### config.mk
export PLATFORM = sky130hd
export DESIGN_NAME = nibble_serial_subtractor
export DESIGN_NICKNAME = d
export VERILOG_FILES = /design/src/rtl/nibble_serial_subtractor.sv
export SDC_FILE = /design/constraint.sdc
export NUM_CORES = 1
export LEC_CHECK = 0
export CORE_MARGIN = 4
export CORE_UTILIZATION = 54
export CTS_CLUSTER_DIAMETER = 80
export DETAILED_ROUTE_END_ITERATION = 7
export GPL_TIMING_DRIVEN = 0
export HOLD_SLACK_MARGIN = 0.08
export PLACE_DENSITY = 0.85
export SETUP_SLACK_MARGIN = 0.2
export SYNTH_ARGS = -nofsm -noshare
export SYNTH_HDL_FRONTEND = slang
export SYNTH_SLANG_ARGS = --single-unit
### constraint.sdc
create_clock -name clk -period 8.1 [get_ports clk]
set_input_delay 1.215 -clock clk [delete_from_list [all_inputs] [get_ports clk]]
set_output_delay 1.215 -clock clk [all_outputs]
set_load 0.02 [all_outputs]
### src/rtl/nibble_serial_subtractor.sv
// Multi-cycle WIDTH-bit subtractor: Diff = A - B - Bin, one 4-bit nibble per clock,
// least-significant nibble first. Each nibble is resolved by a flattened
// borrow-lookahead cell. Operands and results use valid/ready handshakes.
module nibble_serial_subtractor #(
    parameter int unsigned WIDTH = 16
) (
    input  logic             clk,
    input  logic             rst,
    input  logic             start_valid,
    output logic             start_ready,
    input  logic [WIDTH-1:0] A,
    input  logic [WIDTH-1:0] B,
    input  logic             Bin,
    output logic             result_valid,
    input  logic             result_ready,
    output logic [WIDTH-1:0] Diff,
    output logic             Bout,
    output logic             Ovf,
    output logic             Zero
);

    localparam int unsigned NIB = WIDTH / 4;
    localparam int unsigned IW  = (NIB > 1) ? $clog2(NIB) : 1;

    if (((WIDTH % 4) != 0) || (WIDTH < 4)) begin : g_width_check
        $error("nibble_serial_subtractor: WIDTH must be a multiple of 4 and at least 4");
    end

    typedef enum logic [1:0] {
        StIdle,
        StRun,
        StDone
    } state_e;

    state_e state_q, state_d;

    logic [IW-1:0]    idx_q, idx_d;
    logic [WIDTH-1:0] a_q, a_d;
    logic [WIDTH-1:0] b_q, b_d;
    logic             bw_q, bw_d;
    logic [WIDTH-1:0] diff_q, diff_d;
    logic             bout_q, bout_d;
    logic             ovf_q, ovf_d;
    logic             zero_q, zero_d;

    logic [3:0]       a_nib, b_nib;
    logic [3:0]       g, p, bw;
    logic [3:0]       d_nib;
    logic             nib_bout;
    logic [IW+1:0]    sh;
    logic             last;

    assign sh   = {idx_q, 2'b00};
    assign last = (idx_q == IW'(NIB - 1));

    // Borrow-lookahead cell for the nibble selected by idx_q; no rippling between bits.
    always_comb begin
        a_nib = a_q[sh +: 4];
        b_nib = b_q[sh +: 4];
        g     = ~a_nib & b_nib;
        p     = ~(a_nib ^ b_nib);
        bw[0] = bw_q;
        bw[1] = g[0] | (p[0] & bw_q);
        bw[2] = g[1] | (p[1] & g[0]) | (p[1] & p[0] & bw_q);
        bw[3] = g[2] | (p[2] & g[1]) | (p[2] & p[1] & g[0]) | (p[2] & p[1] & p[0] & bw_q);
        nib_bout = g[3] | (p[3] & g[2]) | (p[3] & p[2] & g[1]) | (p[3] & p[2] & p[1] & g[0])
                 | (p[3] & p[2] & p[1] & p[0] & bw_q);
        d_nib = a_nib ^ b_nib ^ bw;
    end

    // Next-state logic: accept in idle, one nibble per cycle in run, hold until retired.
    always_comb begin
        state_d = state_q;
        unique case (state_q)
            StIdle:  if (start_valid) state_d = StRun;
            StRun:   if (last) state_d = StDone;
            StDone:  if (result_ready) state_d = StIdle;
            default: state_d = StIdle;
        endcase
    end

    // Datapath next-state: operand capture, nibble write-back and end-of-run flags.
    always_comb begin
        idx_d  = idx_q;
        a_d    = a_q;
        b_d    = b_q;
        bw_d   = bw_q;
        diff_d = diff_q;
        bout_d = bout_q;
        ovf_d  = ovf_q;
        zero_d = zero_q;
        if (state_q == StIdle && start_valid) begin
            a_d   = A;
            b_d   = B;
            bw_d  = Bin;
            idx_d = '0;
        end else if (state_q == StRun) begin
            diff_d[sh +: 4] = d_nib;
            bw_d            = nib_bout;
            idx_d           = last ? '0 : idx_q + IW'(1);
            if (last) begin
                // Flags see the full result including the nibble written this cycle.
                bout_d = nib_bout;
                ovf_d  = (a_q[WIDTH-1] ^ b_q[WIDTH-1]) & (a_q[WIDTH-1] ^ diff_d[WIDTH-1]);
                zero_d = (diff_d == '0);
            end
        end
    end

    // State and datapath registers with synchronous reset.
    always_ff @(posedge clk) begin
        if (rst) begin
            state_q <= StIdle;
            idx_q   <= '0;
            a_q     <= '0;
            b_q     <= '0;
            bw_q    <= 1'b0;
            diff_q  <= '0;
            bout_q  <= 1'b0;
            ovf_q   <= 1'b0;
            zero_q  <= 1'b0;
        end else begin
            state_q <= state_d;
            idx_q   <= idx_d;
            a_q     <= a_d;
            b_q     <= b_d;
            bw_q    <= bw_d;
            diff_q  <= diff_d;
            bout_q  <= bout_d;
            ovf_q   <= ovf_d;
            zero_q  <= zero_d;
        end
    end

    assign start_ready  = (state_q == StIdle);
    assign result_valid = (state_q == StDone);
    assign Diff         = diff_q;
    assign Bout         = bout_q;
    assign Ovf          = ovf_q;
    assign Zero         = zero_q;

endmodule
==> results.ini, run 1 <==
[synth]
synth-adder-area-share=0.0553
netlist-cell-type-count=40
syn-instance-count=310
synth-simple-area-share=0.206
syn_nets=358
ys_seq_elements=56
ys_warn_count=0
syn_avg_cell_area_sq_um=8.47
synth-seq-area-share=0.427
postSynth.asyncResetShare=0
synth-compound-area-share=0.181
synth_area_sq_um=2630
synth_xor_area_frac=0.0129
synth-edff-count=0
synthMuxAreaShare=0.0724
yosys_most_used_dff=dfxtp_1
synth_top_family_by_area=simple AND/OR/NAND/NOR gates

[power]
ir_worst_vdd_mv=0.117
p_per_area_nw_per_um2=171
p_sw_frac=0.281
p_switching_mw=0.162
pwr-share-comb=0.212
seq_power_share=0.517
power_mw=0.577
leakage_nw=1.24
internal_power_mw=0.415
clockPowerShare=0.271

[cells_and_area]
layout_commonest_cell=nand2_1
layout-area-overhead-vs-synth_pct=28.4
layout.nets=422
design_area_sq_um=3370
n_antenna_cell=0
drive_gt1_frac=0.0747
layout_common_cells=nand2_1 (74), clkdlybuf4s50_1 (57), dfxtp_1 (56)

[timing]
fin_crit_ns=3.12
max_clock_freq_mhz=320
holdWs_ns=0.459
tns_ns=0
rsz0062_at_grt=false
finalCritPeriodShare=0.386
finalSetupViolCount=0
relSlewSlack=0.630
tightest_slew_ns=0.555
hold_viol_final=0
clock_skew_ns=0.00975
slew_violations=0

[floorplanning]
rows=25
die_y_um=77.7
core_sq_um=4720
die-area_sq_um=6040
initial_utilization=0.556
dieWidth_um=77.7
io_pins=58

[run_status]
status=finished, final reports clean

[global_route]
grt_first_pass_wirelength_mm=10.5
grt_pass1_vias=2351
track_usage=0.218
grt_max_degree=16
antenna_found_initial=0
grt_overflow=0

[cts]
clk_latency_ns=0.31
htreeDepth=2
post_cts_resized=0
clk_pin_slew_ns=0.10
cts_hold_buf=0
cts_tree=built
root_buffer=clkbuf_8
numCtsBuffers=5
cts.path.max_buffers=2
cts_sinks=56
postCtsSetupBuffers=0

[worst_setup_path]
cp_slowest_stage_delay_ns=0.59
start_kind=flip-flop
critPathKind=reg -> reg
crit_chain=buf_2, buf_2, mux4_2, ha_1, a211o_1, a21oi_4, xor2_2, a22oi_1, o221a_1
cp_slowest_cell=mux4_2
critPathMostFrequentCell=buf_2
end_kind=flip-flop
critPathTopFamily=compound AO/OA/AOI/OAI gates
crit_fanout=10
arrival_ns=3.34
worst-path-buf-inv=2
worst_ep_required_time_ns=8.31

[routing]
wl_mm=6.34
firstDrtPassIters=4
routedWlPerCell_um=14.3
antenna_left=0
vias=2381
vias_per_cell=5.39
drc_errors=0
first_iter_violations=183

[placement]
place_area_sq_um=3280
gp_congestion=0.946
portBuffers=57
dpl.hpwl_mm=4.81

[job]
maxCapViolCount=0

[hold_path]
hold_path.class=reg -> reg

## power groups by stage
stage	combinational [mW]	sequential (mW)	clock, mW
after floorplan	0.0745	0.305	0
after global placement	0.119	0.304	0
after detailed placement	0.120	0.304	0
after CTS	0.122	0.298	0.157
after global routing	0.135	0.300	0.171
final	0.122	0.298	0.157
## tightest hold or removal path, stage by stage (launching register included)
cell	delay (ns)
dfxtp_1	0.32
nand2_1	0.05
a21oi_1	0.05
## kinds of logic (layout without fill, tap and decap cells)
kind of cell             count (synthesis)  after routing
AO/OA/AOI/OAI                           74             74
AND/OR/NAND/NOR                        129            129
flip-flops                              56             56
buffers and inverters                   28             93
XOR/XNOR                                 3              3
multiplexers                             9              9
adder cells (fa/ha/maj)                 11             11
## synth_stat cells (3+ instances only)
cell type / number / share of area
o21ai_0: 4 / 0.0076
a22oi_1: 11 / 0.031
a32oi_1: 3 / 0.010
nand2b_1: 4 / 0.0095
and2_1: 3 / 0.0072
buf_2: 8 / 0.015
nor2_1: 30 / 0.043
nor2b_1: 7 / 0.017
inv_1: 10 / 0.014
nor3_1: 5 / 0.0095
dfxtp_1: 56 / 0.43
a21oi_1: 39 / 0.074
mux4_2: 8 / 0.069
nand2_1: 74 / 0.11
ha_1: 10 / 0.048
clkbuf_1: 9 / 0.013
## worst paths after layout
check	to	from	cells after the start	slack (ns)
min	a_q[14]	a_q[14]	2	0.46
min reg2reg	a_q[14]	a_q[14]	2	0.46
max	Ovf	idx_q[0]	9	4.98
max reg2reg	Ovf	idx_q[0]	9	4.98
## routing by layer
metal	track usage	part of all wire	wire length [um]	vias up
met5	0	0	0	-
met4	0.0765	0.012	78	0
met3	0.0476	0.058	365	9
met2	0.393	0.52	3290	71
met1	0.252	0.41	2600	1112
li1	-	-	-	1189
## cell type report
type	instances	area, sq um
fillers	377	1350
multi-input cells	226	1390
flip-flops and latches	56	1120
inverters	10	37.5
plain buffers	18	81.3
well taps	67	83.8
clock buffers	8	90.1
repair buffers	57	571
## state kept, by name, summed over array words and instances, names as in the netlist, 2 cells and up
signal / flops
b_q: 16
a_q: 16
state_q: 2
idx_q: 2
Diff: 16
## metrics by stage
stage               utilization  std cells  setup WS [ns]
detailed placement        0.694        434           5.00
finish                    0.713        442           4.98
floorplan                     -        310           5.36
CTS                       0.713        442           4.98
global route              0.713        442           4.83
global placement          0.694        434           5.04
(Power assumes the default switching activity.)
==> run 2, diff against run 1 <==
Settings changed: CORE_UTILIZATION 54 to 50, PLACE_DENSITY 0.85 to 0.79.
Clock period 8.1 ns to 3.28 ns, I/O delays scaled along.
==> run 2 against run 1 <==
Net effect:
- routed wire length decreased by 0.17%
- critical endpoint unchanged
- setup slack got worse by 4.6 ns
- final cell count increased by 0.45%
- clock skew increased by 0.0035 ns
- fmax increased by 7.4%
- via count increased by 1.1%
==> results.ini, run 2 (synthesized netlist as in run 1, its figures left out) <==
[timing]
fin_crit_ns=2.91  ; -0.215 ns
relSlewSlack=0.614  ; -0.0161
hold_viol_final=0  ; unchanged
slew_violations=0  ; unchanged
finalCritPeriodShare=0.887  ; +0.501
finalSetupViolCount=0  ; unchanged
tns_ns=0  ; unchanged
tightest_slew_ns=0.579  ; +0.0242 ns
clock_skew_ns=0.0133  ; +0.00350 ns
max_clock_freq_mhz=344  ; +7.4%
rsz0062_at_grt=false
holdWs_ns=0.457  ; -0.00154 ns

[hold_path]
hold_path_end=b_q[0]
hold_path.class=reg -> reg
hold_start=b_q[0]
hold_depth=2  ; unchanged

[cts]
cts_tree=built
root_buffer=clkbuf_8
cts_sinks=56  ; unchanged
htreeDepth=2  ; unchanged
clk_pin_slew_ns=0.10  ; about the same
cts_hold_buf=0  ; unchanged
numCtsBuffers=5  ; unchanged
cts.path.max_buffers=2  ; unchanged
clk_latency_ns=0.32  ; about the same

[cells_and_area]
n_antenna_cell=0  ; unchanged
layout.nets=422  ; unchanged
final_cells=444  ; +0.45%
layout-area-overhead-vs-synth_pct=28.7
layout_commonest_cell=nand2_1
layout_common_cells=nand2_1 (74), clkdlybuf4s50_1 (57), dfxtp_1 (56)
design_area_sq_um=3380  ; +0.26%
drive_gt1_frac=0.0749  ; +0.000200

[global_route]
grt_max_degree=16  ; unchanged
grt_first_pass_wirelength_mm=10.4  ; -1.4%
antenna_found_initial=0  ; unchanged
track_usage=0.207  ; -0.0115
grt_overflow=0  ; unchanged
grt_pass1_vias=2256  ; -4.0%

[worst_setup_path]
crit_fanout=10  ; unchanged
worstReg2RegEnd=Ovf
start_kind=flip-flop
end_kind=flip-flop
reg2reg_from=idx_q[0]
ff2ff_path_depth=9  ; unchanged
worst_ep_required_time_ns=3.50  ; -4.81 ns
critPathKind=reg -> reg
reg2reg_slack_ns=0.37  ; -4.61 ns
arrival_ns=3.13  ; -0.21 ns

[placement]
dpl.hpwl_mm=4.83  ; +0.38%
gp_congestion=0.975  ; +3.1%
place_inst=437  ; +0.69%
place_area_sq_um=3280  ; +0.11%
portBuffers=57  ; unchanged

[routing]
drc_errors=0  ; unchanged
routedWlPerCell_um=14.3  ; -0.62%
firstDrtPassIters=5  ; +1
vias=2408  ; +1.1%
antenna_left=0  ; unchanged
vias_per_cell=5.42  ; +0.68%
wl_mm=6.33  ; -0.17%
first_iter_violations=182  ; -0.55%

[job]
maxCapViolCount=0  ; unchanged

[floorplanning]
die-area_sq_um=6470  ; +7.2%
dieWidth_um=80.5  ; +3.5%
io_pins=58  ; unchanged
die_y_um=80.5  ; +3.5%
rows=26  ; +4.0%
initial_utilization=0.514  ; -0.0418
core_sq_um=5110  ; +8.1%

[power]
leakage_nw=1.24  ; -0.18%
power_mw=1.41  ; +140%
ir_worst_vdd_mv=0.240  ; +110%
p_per_area_nw_per_um2=416  ; +140%

[run_status]
status=finished, final reports clean

[run 2: cell types whose count changed in the layout (fill, tap and decap cells not counted)]
cell	change
buf_2	-1
xor2_4	+1
clkinv_2	+1
buf_6	+1
xor2_2	-1
clkbuf_8	-1
clkbuf_1	-1
[run 2: metrics by stage]
| stage | utilization | worst slack, ns |
|---|---|---|
| floorplan | - | 0.537 |
| global placement | 0.643 | 0.208 |
| detailed placement | 0.643 | 0.175 |
| CTS | 0.659 | 0.263 |
| global route | 0.661 | 0.207 |
| finish | 0.661 | 0.370 |
[run 2: worst max-delay path, cell delays in order (launching register included)]
cell	delay [ns]
dfxtp_1	0.39
buf_2	0.23
buf_6	0.20
mux4_2	0.55
ha_1	0.29
a211o_1	0.35
a21oi_4	0.21
xor2_4	0.24
a22oi_1	0.13
o221a_1	0.22
[run 2: cell type report]
type | instances | area (sq um)
Buffer | 18 | 87.6
Inverter | 10 | 37.5
Fill cell | 462 | 1730
Clock inverter | 1 | 5.00
Clock buffer | 6 | 72.6
Multi-Input combinational cell | 226 | 1400
Timing Repair Buffer | 57 | 571
Sequential cell | 56 | 1120
Tap cell | 70 | 87.6
[run 2: power breakdown]
group,switching (mW),internal (mW),total [mW]
sequential,0.0220,0.714,0.736
combinational,0.167,0.141,0.308
clock,0.215,0.146,0.361
total,0.404,1.00,1.41
[run 2: what timing repair did]
item / in CTS / in global routing
cloned: 0 / 0
setup endpoints to repair: 1 / 1
endpoints found under the hold margin: 0 / 0
setup buffers: 0 / 0
gates resized for setup: 1 / 2
[run 2: worst max path at each step]
stage | slack, ns | start | to | cells after the start
CTS | 0.26 | idx_q[0] | Ovf | 9
global route | 0.21 | idx_q[0] | Ovf | 9
detailed placement | 0.18 | idx_q[0] | Ovf | 9
global placement | 0.21 | idx_q[0] | Ovf | 9
finish | 0.37 | idx_q[0] | Ovf | 9
floorplan | 0.54 | idx_q[0] | Ovf | 9
[run 2: layer usage]
layer	vias to the layer above	GRT usage	wire [um]
met5	-	0	0
met4	0	0.0642	86
met3	9	0.0381	465
met2	93	0.356	3090
met1	1112	0.260	2690
li1	1194	-	-
==> run 3, diff against run 2 <==
Settings changed: CELL_PAD_IN_SITES_DETAIL_PLACEMENT set to 1, CELL_PAD_IN_SITES_GLOBAL_PLACEMENT set to 2, CORE_UTILIZATION 50 to 29, HOLD_SLACK_MARGIN 0.08 to not set, PLACE_DENSITY 0.79 to not set, PLACE_DENSITY_LB_ADDON set to 0.1.
==> run 3 against run 2 <==
Net effect:
- count of clock-buffer cells in the layout shrank 1
- global-route usage shrank 5.0 points
- via count shrank 0.83%
- die area grew 64%
- routed wire length grew 24%
- fmax shrank 1.8%
- clock skew shrank 0.0026 ns
- hold slack lost 0.00060 ns
- register-to-register slack lost 0.05 ns
- design area grew 2.4%
- critical endpoint unchanged
==> results.ini, run 3 (synthesized netlist as in run 1, its figures left out) <==
[run_status]
status=finished, final reports clean

[power]
clockPowerShare=0.293  ; +0.036
internal_power_mw=1.08  ; +8.0%
pwr-share-comb=0.217  ; -0.002
p_switching_mw=0.421  ; +4.2%
leakage_nw=1.26  ; +1.4%
p_sw_frac=0.280  ; -0.00716
p_per_area_nw_per_um2=434  ; +4.4%
seq_power_share=0.490  ; -0.034
ir_worst_vdd_mv=0.151  ; -37%

[placement]
dpl.hpwl_mm=5.94  ; +23%
gp_congestion=0.852  ; -13%
portBuffers=57  ; unchanged

[timing]
tns_ns=0  ; unchanged
relSlewSlack=0.593  ; -0.0208
clock_skew_ns=0.0106  ; -0.00265 ns
fin_crit_ns=2.96  ; +0.0546 ns
hold_viol_final=0  ; unchanged
tightest_slew_ns=0.610  ; +0.0312 ns
rsz0062_at_grt=false
finalCritPeriodShare=0.904  ; +0.0167
max_clock_freq_mhz=337  ; -1.8%
slew_violations=0  ; unchanged
finalSetupViolCount=0  ; unchanged

[worst_setup_path]
critPathKind=reg -> reg
start_kind=flip-flop
reg2reg_slack_ns=0.32  ; -0.05 ns
crit_fanout=10  ; unchanged
crit_chain=clkbuf_4, buf_6, mux4_2, ha_1, a211o_1, a21oi_4, xor2_4, a22oi_1, o221a_1
cp_slowest_cell=mux4_2
worst_ep_required_time_ns=3.48  ; -0.02 ns
arrival_ns=3.17  ; +0.04 ns
cp_slowest_stage_delay_ns=0.56  ; about the same
end_kind=flip-flop

[cells_and_area]
n_antenna_cell=0  ; unchanged
drive_gt1_frac=0.0802  ; +0.00535
layout_commonest_cell=nand2_1
fin_util=0.395  ; -0.267
layout_common_cells=nand2_1 (74), clkdlybuf4s50_1 (57), dfxtp_1 (56)
layout.nets=423  ; +0.24%
layout-area-overhead-vs-synth_pct=31.7

[routing]
first_iter_violations=44  ; -76%
antenna_left=0  ; unchanged
vias=2388  ; -0.83%
vias_per_cell=4.95  ; -8.6%
drc_errors=0  ; unchanged
wl_mm=7.82  ; +24%
firstDrtPassIters=4  ; -1
routedWlPerCell_um=16.2  ; +14%

[hold_path]
hold_path.class=reg -> reg

[cts]
clk_latency_ns=0.31  ; about the same
clk_pin_slew_ns=0.10  ; about the same
root_buffer=clkbuf_8
htreeDepth=2  ; unchanged
numCtsBuffers=5  ; unchanged
cts_tree=built
cts_sinks=56  ; unchanged
cts.path.max_buffers=2  ; unchanged

[global_route]
antenna_found_initial=0  ; unchanged
grt_max_degree=16  ; unchanged
grt_pass1_vias=2450  ; +8.6%
grt_overflow=0  ; unchanged
track_usage=0.156  ; -0.0502
grt_first_pass_wirelength_mm=12.7  ; +22%

[floorplanning]
dieWidth_um=103  ; +28%
die-area_sq_um=10600  ; +64%
core_sq_um=8760  ; +72%
rows=34  ; +31%
die_y_um=103  ; +28%
io_pins=58  ; unchanged
initial_utilization=0.300  ; -0.214

[job]
maxCapViolCount=0  ; unchanged

run 3: cell count changes in the layout (fill, tap and decap cells not counted):
cell / change
bufinv_16: +1
buf_2: -1
clkinv_2: -1
buf_4: +1
clkbuf_1: -2
clkbuf_4: +1
clkbuf_2: +1
run 3: through the flow:
step	setup WS, ns	cells	total power, mW	hold slack (ns)	instance area [sq um]
after floorplan	0.537	310	0.937	0.433	2630
after global placement	0.0516	475	1.06	0.441	3330
after detailed placement	0.0167	475	1.07	0.448	3330
after CTS	0.215	481	1.53	0.463	3450
after global routing	0.215	482	1.59	0.484	3460
final	0.315	482	1.50	0.457	3460
run 3: cell type report:
class	instances	area (sq um)
fill	1073	5310
sequential	56	1120
clock buffer	5	68.8
multi-input combinational	226	1400
timing repair buffer	58	578
clock inverter	1	30.0
inverter	10	37.5
buffer	18	91.3
tap	108	135
run 3: power groups by stage:
| stage | sequential, mW | combinational, mW | clock [mW] |
|---|---|---|---|
| 2_1_floorplan | 0.753 | 0.184 | 0 |
| 3_3_place_gp | 0.752 | 0.311 | 0 |
| 3_5_place_dp | 0.753 | 0.315 | 0 |
| 4_1_cts | 0.737 | 0.323 | 0.465 |
| 5_1_grt | 0.742 | 0.363 | 0.485 |
| 6_report | 0.736 | 0.326 | 0.440 |
run 3: routing by layer:
metal	part of all wire	routed length, um	track usage	vias to the layer above
met5	0	0	0	-
met4	0.0070	55	0.0329	0
met3	0.035	270	0.0271	5
met2	0.50	3940	0.278	42
met1	0.45	3560	0.198	1149
li1	-	-	-	1192
run 3: what timing repair did:
action,in CTS,in global routing
endpoints found under the hold margin,0,0
setup endpoints to repair,5,2
resized for setup,3,3
setup buffers,0,1
hold buffers,0,0
run 3: critical path: cells and delay by family (launching register included):
| kind | cells | cell delay (ns) |
|---|---|---|
| DFF | 1 | 0.41 |
| xor gates and xnor gates | 1 | 0.24 |
| adders and majority gates | 1 | 0.29 |
| buffers and inverters | 2 | 0.43 |
| muxes | 1 | 0.56 |
| AOI/OAI and AO/OA | 4 | 0.92 |
run 3: worst paths after layout:
path	start	end	cells after the start
max	idx_q[0]	Ovf	9
max reg2reg	idx_q[0]	Ovf	9
min reg2reg	a_q[0]	a_q[0]	2
min	a_q[0]	a_q[0]	2
